`src/rtl/cordic_linear_pkg.sv`:
```
// Shared types and defaults for the two-requester cordic_linear arbiter.
package cordic_linear_pkg;

  localparam int unsigned FLOAT_SIZE_DEF = 24;
  localparam int unsigned INT_SIZE_DEF   = 8;
  localparam int unsigned W              = INT_SIZE_DEF + FLOAT_SIZE_DEF;
  localparam int unsigned TIMEOUT_DEF    = 64;

  typedef enum logic [1:0] {
    IDLE  = 2'd0,
    ISSUE = 2'd1,
    WAIT  = 2'd2,
    RESP  = 2'd3
  } state_t;

endpackage

```
`src/rtl/cordic_rr_arb2.sv`:
```
// Two-way round-robin grant: a lone requester wins, a tie goes to the one not granted last.
module cordic_rr_arb2
  import cordic_linear_pkg::*;
(
  input  logic [1:0] valid,
  input  logic       last_grant,
  output logic       grant,
  output logic       grant_valid
);

  always_comb begin
    grant_valid = |valid;
    grant       = 1'b0;
    if (&valid) begin
      grant = ~last_grant;
    end else begin
      grant = valid[1];
    end
  end

endmodule

```
`src/rtl/cordic_linear_arbiter.sv`:
```
// Shares one cordic_linear core between two requesters, with a watchdog that aborts hung operations.
module cordic_linear_arbiter
  import cordic_linear_pkg::*;
#(
  parameter int unsigned FLOAT_SIZE = FLOAT_SIZE_DEF,
  parameter int unsigned INT_SIZE   = INT_SIZE_DEF,
  parameter int unsigned TIMEOUT    = TIMEOUT_DEF
) (
  input  logic                            clk,
  input  logic                            rst,
  input  logic                            r0_valid,
  output logic                            r0_ready,
  input  logic [INT_SIZE+FLOAT_SIZE-1:0]  r0_x,
  input  logic [INT_SIZE+FLOAT_SIZE-1:0]  r0_y,
  input  logic [INT_SIZE+FLOAT_SIZE-1:0]  r0_z,
  input  logic                            r0_mode,
  input  logic                            r1_valid,
  output logic                            r1_ready,
  input  logic [INT_SIZE+FLOAT_SIZE-1:0]  r1_x,
  input  logic [INT_SIZE+FLOAT_SIZE-1:0]  r1_y,
  input  logic [INT_SIZE+FLOAT_SIZE-1:0]  r1_z,
  input  logic                            r1_mode,
  output logic                            rsp_valid,
  input  logic                            rsp_ready,
  output logic                            rsp_id,
  output logic [INT_SIZE+FLOAT_SIZE-1:0]  rsp_x,
  output logic [INT_SIZE+FLOAT_SIZE-1:0]  rsp_y,
  output logic [INT_SIZE+FLOAT_SIZE-1:0]  rsp_z,
  output logic                            rsp_err,
  output logic                            core_start,
  output logic                            core_rst,
  output logic [INT_SIZE+FLOAT_SIZE-1:0]  core_x,
  output logic [INT_SIZE+FLOAT_SIZE-1:0]  core_y,
  output logic [INT_SIZE+FLOAT_SIZE-1:0]  core_z,
  output logic                            core_mode,
  input  logic [INT_SIZE+FLOAT_SIZE-1:0]  core_x_out,
  input  logic [INT_SIZE+FLOAT_SIZE-1:0]  core_y_out,
  input  logic [INT_SIZE+FLOAT_SIZE-1:0]  core_z_out,
  input  logic                            core_done
);

  localparam int unsigned DATA_W = INT_SIZE + FLOAT_SIZE;
  localparam int unsigned CW     = $clog2(TIMEOUT);

  state_t              state, state_d;
  logic                last_grant, last_grant_d;
  logic [CW-1:0]       cnt, cnt_d;
  logic                core_start_d, core_rst_d, core_mode_d;
  logic [DATA_W-1:0]   core_x_d, core_y_d, core_z_d;
  logic                rsp_valid_d, rsp_id_d, rsp_err_d;
  logic [DATA_W-1:0]   rsp_x_d, rsp_y_d, rsp_z_d;
  logic                grant, grant_valid;

  cordic_rr_arb2 u_arb (
    .valid       ({r1_valid, r0_valid}),
    .last_grant  (last_grant),
    .grant       (grant),
    .grant_valid (grant_valid)
  );

  // last_grant doubles as the id of the transaction in flight
  always_comb begin
    state_d      = state;
    last_grant_d = last_grant;
    cnt_d        = cnt;
    core_start_d = 1'b0;
    core_rst_d   = 1'b0;
    core_x_d     = core_x;
    core_y_d     = core_y;
    core_z_d     = core_z;
    core_mode_d  = core_mode;
    rsp_valid_d  = rsp_valid;
    rsp_id_d     = rsp_id;
    rsp_err_d    = rsp_err;
    rsp_x_d      = rsp_x;
    rsp_y_d      = rsp_y;
    rsp_z_d      = rsp_z;
    r0_ready     = 1'b0;
    r1_ready     = 1'b0;

    case (state)
      IDLE: begin
        if (grant_valid && !rst) begin
          r0_ready     = ~grant;
          r1_ready     = grant;
          core_x_d     = grant ? r1_x : r0_x;
          core_y_d     = grant ? r1_y : r0_y;
          core_z_d     = grant ? r1_z : r0_z;
          core_mode_d  = grant ? r1_mode : r0_mode;
          last_grant_d = grant;
          core_start_d = 1'b1;
          state_d      = ISSUE;
        end
      end
      ISSUE: begin
        cnt_d   = '0;
        state_d = WAIT;
      end
      WAIT: begin
        cnt_d = cnt + CW'(1);
        // done takes priority over a coincident timeout
        if (core_done) begin
          rsp_x_d     = core_x_out;
          rsp_y_d     = core_y_out;
          rsp_z_d     = core_z_out;
          rsp_err_d   = 1'b0;
          rsp_id_d    = last_grant;
          rsp_valid_d = 1'b1;
          state_d     = RESP;
        end else if (cnt == CW'(TIMEOUT - 1)) begin
          rsp_x_d     = '0;
          rsp_y_d     = '0;
          rsp_z_d     = '0;
          rsp_err_d   = 1'b1;
          rsp_id_d    = last_grant;
          rsp_valid_d = 1'b1;
          core_rst_d  = 1'b1;
          state_d     = RESP;
        end
      end
      RESP: begin
        if (rsp_ready) begin
          rsp_valid_d = 1'b0;
          state_d     = IDLE;
        end
      end
      default: state_d = IDLE;
    endcase
  end

  always_ff @(posedge clk) begin
    if (rst) begin
      state      <= IDLE;
      last_grant <= 1'b1;
      cnt        <= '0;
      core_start <= 1'b0;
      core_rst   <= 1'b1;
      core_x     <= '0;
      core_y     <= '0;
      core_z     <= '0;
      core_mode  <= 1'b0;
      rsp_valid  <= 1'b0;
      rsp_id     <= 1'b0;
      rsp_err    <= 1'b0;
      rsp_x      <= '0;
      rsp_y      <= '0;
      rsp_z      <= '0;
    end else begin
      state      <= state_d;
      last_grant <= last_grant_d;
      cnt        <= cnt_d;
      core_start <= core_start_d;
      core_rst   <= core_rst_d;
      core_x     <= core_x_d;
      core_y     <= core_y_d;
      core_z     <= core_z_d;
      core_mode  <= core_mode_d;
      rsp_valid  <= rsp_valid_d;
      rsp_id     <= rsp_id_d;
      rsp_err    <= rsp_err_d;
      rsp_x      <= rsp_x_d;
      rsp_y      <= rsp_y_d;
      rsp_z      <= rsp_z_d;
    end
  end

endmodule

```
`config.mk`:
```
export PLATFORM = sky130hd
export DESIGN_NAME = cordic_linear_arbiter
export DESIGN_NICKNAME = d
export VERILOG_FILES = /design/src/rtl/cordic_linear_pkg.sv /design/src/rtl/cordic_rr_arb2.sv /design/src/rtl/cordic_linear_arbiter.sv
export SDC_FILE = /design/constraint.sdc
export NUM_CORES = 1
export LEC_CHECK = 0
export CAP_MARGIN = 20
export CORE_AREA = 5 5 190 192
export CTS_CLUSTER_DIAMETER = 200
export DETAILED_ROUTE_END_ITERATION = 12
export DIE_AREA = 0 0 195 197
export SYNTH_ARGS = -nofsm -noshare
export SYNTH_HDL_FRONTEND = slang
export SYNTH_SLANG_ARGS = --single-unit
```
`constraint.sdc`:
```
create_clock -name clk -period 2.1 [get_ports clk]
set_input_delay 0.315 -clock clk [delete_from_list [all_inputs] [get_ports clk]]
set_output_delay 0.315 -clock clk [all_outputs]
set_load 0.02 [all_outputs]
```
Word level (Yosys, flattened, before mapping)
Cells that the tools add are included.
W data, S select, Z words.
{"block": "op_classes", "n_addsub": 1, "multipliers": 0, "div_mod_pow": 0, "magnitude_cmp": 0, "n_eq_ne": 7, "n_shift": 0, "muxes": 30, "n_bitwise": 3, "n_reduce_logical": 13}
{"cell": "$mux W32", "count": 7}
{"cell": "$mux W1", "count": 16}
{"cell": "$pmux W6 S2", "count": 1}
{"cell": "$mux W2", "count": 4}
{"cell": "$pmux W2 S4", "count": 1}
{"cell": "$add A6 B1 Y6 const B", "count": 1}
{"cell": "$eq A6 B6 Y1 const B", "count": 1}
{"cell": "$reduce_and A2 Y1", "count": 3}
{"cell": "$reduce_and A3 Y1", "count": 2}
{"cell": "$reduce_bool A2 Y1", "count": 3}
{"cell": "$eq A2 B2 Y1 const B", "count": 2}
{"cell": "$ne A2 B2 Y1 const B", "count": 2}
{"cell": "$reduce_or A2 Y1", "count": 2}
{"cell": "$ne A3 B3 Y1 const B", "count": 1}
{"cell": "$not A1 Y1", "count": 3}
{"cell": "$eq A2 B1 Y1 const B", "count": 1}
{"cell": "$logic_not A2 Y1", "count": 1}
{"cell": "$pmux W1 S2", "count": 1}
{"cell": "$logic_and A1 B1 Y1", "count": 1}
{"cell": "$logic_not A1 Y1", "count": 1}
{"block": "totals", "ff_bits": 207, "latch_bits": 0, "ramBits": 0, "romBits": 0, "input_bits": 296, "out_inout_bits": 200, "word_cells": 69, "n_memories": 0}

Logic depth before layout (Yosys ltp)
Gate-level depths: netlist (run 1).
{"block": "depth", "depth_word": 5, "depth_mapped": 9, "mapped_depth_nobuf": 7}

By module
Synthesis (run 1) repeated with hierarchy kept, for this count alone.
{"block": "unflattened", "cells_unflattened": 940, "hier_area_um2": 8785.9}
{"mod": "cordic_linear_arbiter", "n_inst": 1, "cells_each": 938, "area_each_um2": 8772.2, "seq_area_each_um2": 4144.0}
{"mod": "cordic_rr_arb2", "n_inst": 1, "cells_each": 2, "area_each_um2": 13.8, "seq_area_each_um2": 0.0}

Worst setup path after synthesis (run 1)
No wires, ideal clock.
{"block": "synth_timing", "path_kind": "flip-flop to flip-flop", "from": "register state[0]", "to": "register rsp_y[0]", "setup_time_ns": 0.132, "t_arrival_ns": 1.415, "required_time_ns": 1.968, "setup_slack_ns": 0.553, "stages_incl_launch_ff": 9, "path_buffers": 3, "synth_period_minus_slack_ns": 1.547, "path_cell_list": "dfxtp_1 inv_1 ha_1 buf_2 nand4_1 buf_4 buf_2 nand3_1 a21oi_1"}
{"block": "synth_between", "elab_chain_cells": 2}
{"item": "start: declaration", "line_no": "cordic_linear_arbiter.sv:45", "text": "state_t state, state_d;"}
{"item": "start signal: assignment", "line_no": "cordic_linear_arbiter.sv:149", "text": "state <= state_d;"}
{"item": "$eq A2 B2 Y1", "line_no": "cordic_linear_arbiter.sv:81", "text": "case (state)"}
{"item": "$reduce_and A2 Y1 (no line)"}
{"item": "end signal: assignment", "line_no": "cordic_linear_arbiter.sv:162", "text": "rsp_y <= rsp_y_d;"}
{"item": "end: declaration", "line_no": "cordic_linear_arbiter.sv:27", "text": "output logic [INT_SIZE+FLOAT_SIZE-1:0] rsp_y,"}
Every way passes these cells.
A chain may end at the register's enable or synchronous reset.

Final worst setup path (run 1)
{"block": "layout_timing", "from": "register state[0]", "to": "output port r1_ready"}
{"block": "layout_between", "elab_chain_cells": 2}
{"item": "$logic_not A2 Y1", "line_no": "cordic_linear_arbiter.sv:81"}
{"item": "$mux W1", "line_no": "cordic_linear_arbiter.sv:81"}
{"item": "end: declaration", "line_no": "cordic_linear_arbiter.sv:18", "text": "output logic r1_ready,"}
Every way passes these cells.

==> summary.txt, run 1 <==
Outcome
  – Status: finished clean

Yosys
  – Synthesized Nets: 1238
  – Area of the mapped netlist: 0.00868 mm2
  – Register area share after synthesis: a little under half
  – Post-Synthesis Cells: between 900 and 1000
  – Yosys top cell area share: 47.7%
  – Ys flop type: dfxtp_1
  – Number of synthesized flops with an enable pin: 0
  – Yosys reg bits: between 200 and 250
  – Ys Warns: 0
  – Leading cell types by total area after synthesis: dfxtp_1 (48%), mux2i_1 (11%), a211oi_2 (8.6%)
  – Cell taking the most area after synthesis: dfxtp_1
  – Syn avg cell area: between 9 and 10 um2
  – Unique masters post-synth: 34
  – Ys async rst share: 0%

Die
  – Io pins: 496
  – Starting density of the core: 25.4%
  – Die Ht: 197 um
  – Core ar.: 0.0342 mm2
  – Die width: between 150 and 200 um
  – Row count: 68
  – Die area: just under 0.04 mm2

Worst hold path
  – Hold crit path type: in2reg
  – Hold Path Depth: 4
  – Hold Crit Start: rst
  – Worst Hold Endpoint: last_grant$_SDFFE_PP1P_

Clocking
  – CTS Buffer Depth: 3
  – CTS tree: done
  – H-tree depth: 1
  – Setup Buffers After CTS: 0
  – Reg clk slew, reported paths: ~60 ps
  – Post-CTS Hold Buffers: 0
  – Clock Latency Late Sink: 530 ps
  – CTS buffer count: 25
  – Clock sinks: slightly above 200
  – Clock Tree Root: clkbuf_16

Worst setup path
  – Worst-path maximum fanout: 3
  – Reg2reg start: state[0]$_SDFFE_PP0P_
  – FF-to-FF End: core_x[20]$_SDFFE_PP0P_
  – Startpoint Class: flip-flop
  – Setup CP Type: reg2out
  – WP data arrival: between 1500 and 2000 ps
  – FF-to-FF setup slack: 170 ps
  – CP endpoint kind: output pin
  – R2R depth: 9
  – Worst path required time: about 1800 ps
  – Worst Setup SP: state[0]$_SDFFE_PP0P_

Layout
  – Filler instances: 3378
  – # nets final: 1715
  – Most frequent cells in the layout: clkdlybuf4s50_1 (492), dfxtp_1 (206), nand2_1 (104)
  – Most common cell after layout, fill and taps aside: clkdlybuf4s50_1
  – Share of layout cells above drive strength 1: a little over a tenth
  – Synth-to-Final Area Change: 73.4%

Detailed routing
  – Vias: 8661
  – # DRC: 0
  – Top layer in use: met4
  – WL per Instance: roughly 18 um
  – Via density: around 4.6
  – Met3 wire length: roughly 3500 um
  – WL met2: 16600 um
  – Final ANT Viol Nets: 0
  – Iteration-0 DRC Markers: between 200 and 300
  – Routed Wire Length: roughly 34000 um
  – Drt pass-1 iters: 4
  – M1 WL: 13300 um

STA
  – Worst-Margin Slew: between 700 and 800 ps
  – # setup viols final: 0
  – Final worst path period need: 2020 ps
  – Setup TNS: 0 ps
  – RSZ-0062 raised after global routing: no
  – Final worst path period share: 96.3%
  – Slew headroom: between 50% and 60%
  – Count of final max-slew check failures: 0
  – Final hold viol count: 0
  – Hold WS: about 310 ps
  – Fmax: slightly below 500 MHz
  – Setup Skew: ~15 ps

GRT
  – GRT Resource Usage Total: 16.4%
  – First-pass GRT wire length: just over 50000 um
  – Largest net degree at the start of global routing: just over 100
  – Vias in the first global route: about 9000
  – Grt ovf: 0
  – Initial antenna violation count: 2

Power
  – Power per Cell Area: between 900 and 1000 mW/mm2
  – Worst vdd ir: roughly 0.53 mV
  – Pleak: between 5 and 6 nW

Placement
  – # port buffers: ~500
  – Final RePlAce weighted congestion: between 0.8 and 0.9
  – Post-DP HPWL: roughly 26000 um

Run
  – Max_cap viols: 0
[kinds of logic after synthesis]
logic type               count (synthesis)  share of synthesized area, %
AO/OA/AOI/OAI                          212                          18.8
adder cells (fa/ha/maj)                  5                         0.720
AND/OR/NAND/NOR                        318                          15.5
buffers and inverters                   94                          5.59
XOR/XNOR                                 3                         0.303
flip-flops                             207                          47.7
multiplexers                            98                          11.3
[per-layer routing]
layer  track usage [%]  up-vias
li1                  -     4254
met5                 0        -
met4              3.62        0
met2              29.0      360
met3              6.44       45
met1              18.9     4002
[registers in the layout, summed over array words and instances, names as in the netlist]
| signal | flops |
|---|---|
| cnt | 6 |
| rsp_err | 1 |
| core_mode | 1 |
| state | 2 |
| rsp_x | 32 |
| core_start | 1 |
| rsp_valid | 1 |
| core_x | 32 |
| rsp_z | 32 |
| core_rst | 1 |
| rsp_id | 1 |
| rsp_y | 32 |
| core_y | 32 |
| last_grant | 1 |
| core_z | 32 |
[timing repair]
action,in CTS,in global routing
endpoints found under the setup margin,2,17
resized for setup,13,5
gates cloned,0,0
[synthesized netlist by cell type, types with 4 or more instances]
| master | count |
|---|---|
| a21oi_1 | 102 |
| o21ai_0 | 4 |
| mux2i_1 | 98 |
| buf_2 | 31 |
| inv_1 | 7 |
| a211oi_2 | 60 |
| nand2_1 | 105 |
| ha_1 | 5 |
| nand3_1 | 98 |
| buf_4 | 7 |
| nor2_1 | 102 |
| dfxtp_1 | 207 |
| clkbuf_1 | 37 |
| a211oi_1 | 38 |
| buf_6 | 9 |
| and2_1 | 4 |
[worst max path at each step]
stage                     slack, ps                     to
after detailed placement       -210               r1_ready
after CTS                        10               r1_ready
after global routing              7               r1_ready
final                            80               r1_ready
after floorplan                 550  rsp_y[0]$_SDFFE_PP0P_
after global placement         -210               r1_ready
[per-stage QoR]
stage,instances,instance area [um2],utilization [%],power (mW),worst slack [ps]
after floorplan,937,8680,-,7.54,553
after global placement,1842,14300,41.7,9.78,-211
after detailed placement,1842,14300,41.7,9.86,-207
after CTS,1887,15000,44.0,14.2,11.7
after global routing,1889,15100,44.0,14.7,6.94
final,1889,15100,44.0,13.9,78.4
[power by group]
part           internal (mW)  switching, mW  total (mW)
clock network           2.49           1.71        4.20
registers               4.55          0.316        4.86
logic                   2.36           2.52        4.88
total                   9.40           4.55        13.9
[final cells by class]
class / count / area [um2] / share of cell area [%]
timing repair buffer: 536 / 5430 / 36.1
sequential: 207 / 4150 / 27.5
multi-input combinational: 636 / 4080 / 27.1
clock buffer: 39 / 728 / 4.84
tap: 455 / 569 / 3.78
clock inverter: 6 / 58.8 / 0.391
inverter: 8 / 35.0 / 0.233
antenna: 2 / 5.00 / 0.0332
[worst max-delay path: stages (launching register included)]
cell and delay, ps:
dfxtp_2 330, inv_2 50, ha_2 170, inv_1 60, or2_4 270, inv_6 50
and2_4 140, buf_6 110
No activity file was read; power rests on OpenSTA's default activity.
==> run 2, diff against run 1 <==
CORE_AREA = 5 5 189 191   (was 5 5 190 192)
DIE_AREA = 0 0 194 196   (was 0 0 195 197)
SLEW_MARGIN = 20   (was default)
clock period = 1.66 ns   (was 2.1 ns; I/O delays follow)
==> run 2 against run 1 <==
The run now ends with negative setup slack left; worst setup slack lost 320 ps; critical endpoint unchanged; clock-buffer cell count shrank 3; critical path depth unchanged; hold slack got worse by 100 ps; clock power up 32%; non-clock buffer count grew 61; largest cell class unchanged; design area increased by 7.3%.
==> summary.txt, run 2 (synthesis results as in run 1) <==
Clocking
  – CTS Buffer Depth: 3 (unchanged)
  – H-tree depth: 1 (unchanged)
  – Clock Latency Late Sink: 530 ps (about the same)
  – Post-CTS Hold Buffers: 0 (unchanged)
  – CTS tree: done
  – Clock Tree Root: clkbuf_16
  – CTS buffer count: 25 (unchanged)
  – Reg clk slew, reported paths: 60 ps (about the same)
  – Clock sinks: 207 (unchanged)

Worst setup path
  – Startpoint Class: flip-flop
  – CP Cell Sequence: inv_2 -> ha_4 -> inv_2 -> or2_4 -> clkinv_4 -> and2_4 -> buf_6
  – Worst-path maximum fanout: 3 (unchanged)
  – WP buf/inv: 4 (unchanged)
  – Setup CP Type: reg2out
  – CP endpoint kind: output pin
  – Worst path required time: 1410 ps (-370 ps)
  – Max incr delay on CP: 320 ps (about the same)
  – Worst path top cell family by delay: simple AND/OR/NAND/NOR gates
  – WP data arrival: 1650 ps (-60 ps)
  – Crit path top cell by count: inv_2
  – Slowest-stage cell, CP: dfxtp_2

STA
  – Final WS setup: -239 ps (-318 ps)
  – # setup viols final: 80 (+80)
  – Count of final max-slew check failures: 0 (unchanged)
  – Slew headroom: 53.1% (+2.0 points)
  – Setup TNS: -7600 ps (-7600 ps)
  – Final worst path period need: 1900 ps
  – Setup Skew: 18.7 ps (+3.96 ps)
  – Worst-Margin Slew: 704 ps (-30.5 ps)
  – Final worst path period share: 114%
  – Final hold viol count: 0 (unchanged)
  – RSZ-0062 raised after global routing: yes
  – Fmax: between 500 and 600 MHz

Run
  – Max_cap viols: 0 (unchanged)

GRT
  – Initial antenna violation count: 1 (-1)
  – Largest net degree at the start of global routing: 97 (-4.9%)
  – First-pass GRT wire length: 50800 um (-1.2%)
  – Grt ovf: 0 (unchanged)
  – GRT Resource Usage Total: 16.4% (about the same)
  – Vias in the first global route: 8701 (-0.96%)

Die
  – Die area: 0.0380 mm2 (-1.0%)
  – Die width: 194 um (-0.51%)
  – Io pins: 496 (unchanged)
  – Starting density of the core: 25.6% (+0.19 points)
  – Core ar.: 0.0339 mm2 (-0.75%)
  – Die Ht: 196 um (-0.51%)
  – Row count: 68 (unchanged)

Detailed routing
  – Final ANT Viol Nets: 0 (unchanged)
  – Vias: 9003 (+3.9%)
  – WL per Instance: 18.4 um (+2.2%)
  – Via density: 4.62 (+0.75%)
  – Routed Wire Length: 35900 um (+5.5%)
  – Iteration-0 DRC Markers: 303 (+2.7%)
  – Drt pass-1 iters: 4 (unchanged)
  – # DRC: 0 (unchanged)

Power
  – Power per Cell Area: 1180 mW/mm2 (+27%)
  – Worst vdd ir: 0.721 mV (+37%)
  – Pleak: 6.68 nW (+26%)

Outcome
  – Failing checks: negative setup slack
  – Status: complete, but fails checks

Layout
  – Filler instances: 3202 (-5.2%)
  – Most frequent cells in the layout: clkdlybuf4s50_1 (294), dfxtp_1 (205), dlygate4sd2_1 (198)
  – Most common cell after layout, fill and taps aside: clkdlybuf4s50_1
  – Final Cell Area: 0.0162 mm2 (+7.3%)
  – Share of layout cells above drive strength 1: 19.0% (+8.4 points)
  – # nets final: 1776 (+3.6%)
  – Synth-to-Final Area Change: 86.1%

Placement
  – Final RePlAce weighted congestion: 0.830 (+2.4%)
  – # port buffers: 495 (unchanged)
  – Post-DP Area: 0.0144 mm2 (+1.1%)
  – Post-DP HPWL: 25100 um (-2.9%)

Worst hold path
  – Hold crit path type: in2reg
==> run 2: changes by cell type in the layout (fill, tap and decap cells not counted), moves of 7 or more <==
cell,before,now
clkdlybuf4s50_1,492,294
dlygate4sd2_1,0,198
nor2_1,102,64
a211oi_1,38,14
a211oi_2,60,84
nor2_2,0,24
buf_4,26,45
nor2_4,0,14
clkbuf_16,25,38
buf_6,3,14
buf_8,0,8
buf_16,0,7
==> run 2: worst paths after layout <==
| path | end | depth (start not counted) | startpoint | slack [ps] |
|---|---|---|---|---|
| max reg2reg | core_x[11]$_SDFFE_PP0P_ | 12 | state[0]$_SDFFE_PP0P_ | -180 |
| min | last_grant$_SDFFE_PP1P_ | 4 | rst | 210 |
| min reg2reg | rsp_z[20]$_SDFFE_PP0P_ | 2 | rsp_z[20]$_SDFFE_PP0P_ | 460 |
| max | r1_ready | 7 | state[1]$_SDFFE_PP0P_ | -240 |
==> run 2: area by class of cell <==
| type | count | area, um2 | area share [%] |
|---|---|---|---|
| timing repair buffer | 597 | 6170 | 38.2 |
| clock buffer | 36 | 737 | 4.56 |
| multi-input combinational | 636 | 4400 | 27.2 |
| sequential | 207 | 4150 | 25.7 |
| inverter | 8 | 35.0 | 0.217 |
| tap | 455 | 569 | 3.52 |
| antenna | 2 | 5.00 | 0.0310 |
| clock inverter | 8 | 98.8 | 0.612 |
==> run 2: metrics by stage <==
step                total power, mW  instances  setup WS [ps]  hold slack (ps)  util (%)
finish                         19.1       1949           -239              210      47.6
global route                   20.1       1948           -311              228      47.6
CTS                            17.9       1911           -285              182      44.6
detailed placement             12.6       1862           -624              458      42.5
global placement               12.5       1862           -583              447      42.5
floorplan                      9.54        937            113              385         -
==> run 2: power by group <==
group / switching (mW) / internal [mW] / total [mW]
sequential: 0.433 / 5.75 / 6.19
combinational: 3.74 / 3.61 / 7.35
clock: 2.16 / 3.38 / 5.54
total: 6.33 / 12.7 / 19.1
==> run 2: worst register-to-register path: stages (launching register included) <==
cell and delay (ps):
dfxtp_2 340, inv_2 50, ha_4 160, inv_2 50
or2_4 130, clkinv_4 50, buf_6 120, buf_16 140
buf_12 140, buf_8 130, buf_4 130, buf_6 130
a211oi_2 170
==> run 2: routing by layer <==
| layer | GRT usage, % | up-vias | part of all wire (%) |
|---|---|---|---|
| met3 | 5.79 | 50 | 8.2 |
| li1 | - | 4388 | - |
| met5 | 0 | - | 0 |
| met2 | 28.6 | 381 | 50 |
| met1 | 19.5 | 4184 | 40 |
| met4 | 4.01 | 0 | 2.3 |
==> run 2: timing repair <==
item / in CTS / in global routing
gates cloned: 2 / 17
pin swaps: 2 / 43
buffers inserted: 3 / 20
setup endpoints to repair: 340 / 129
endpoints found under the hold margin: 0 / 0
resized for setup: 224 / 126
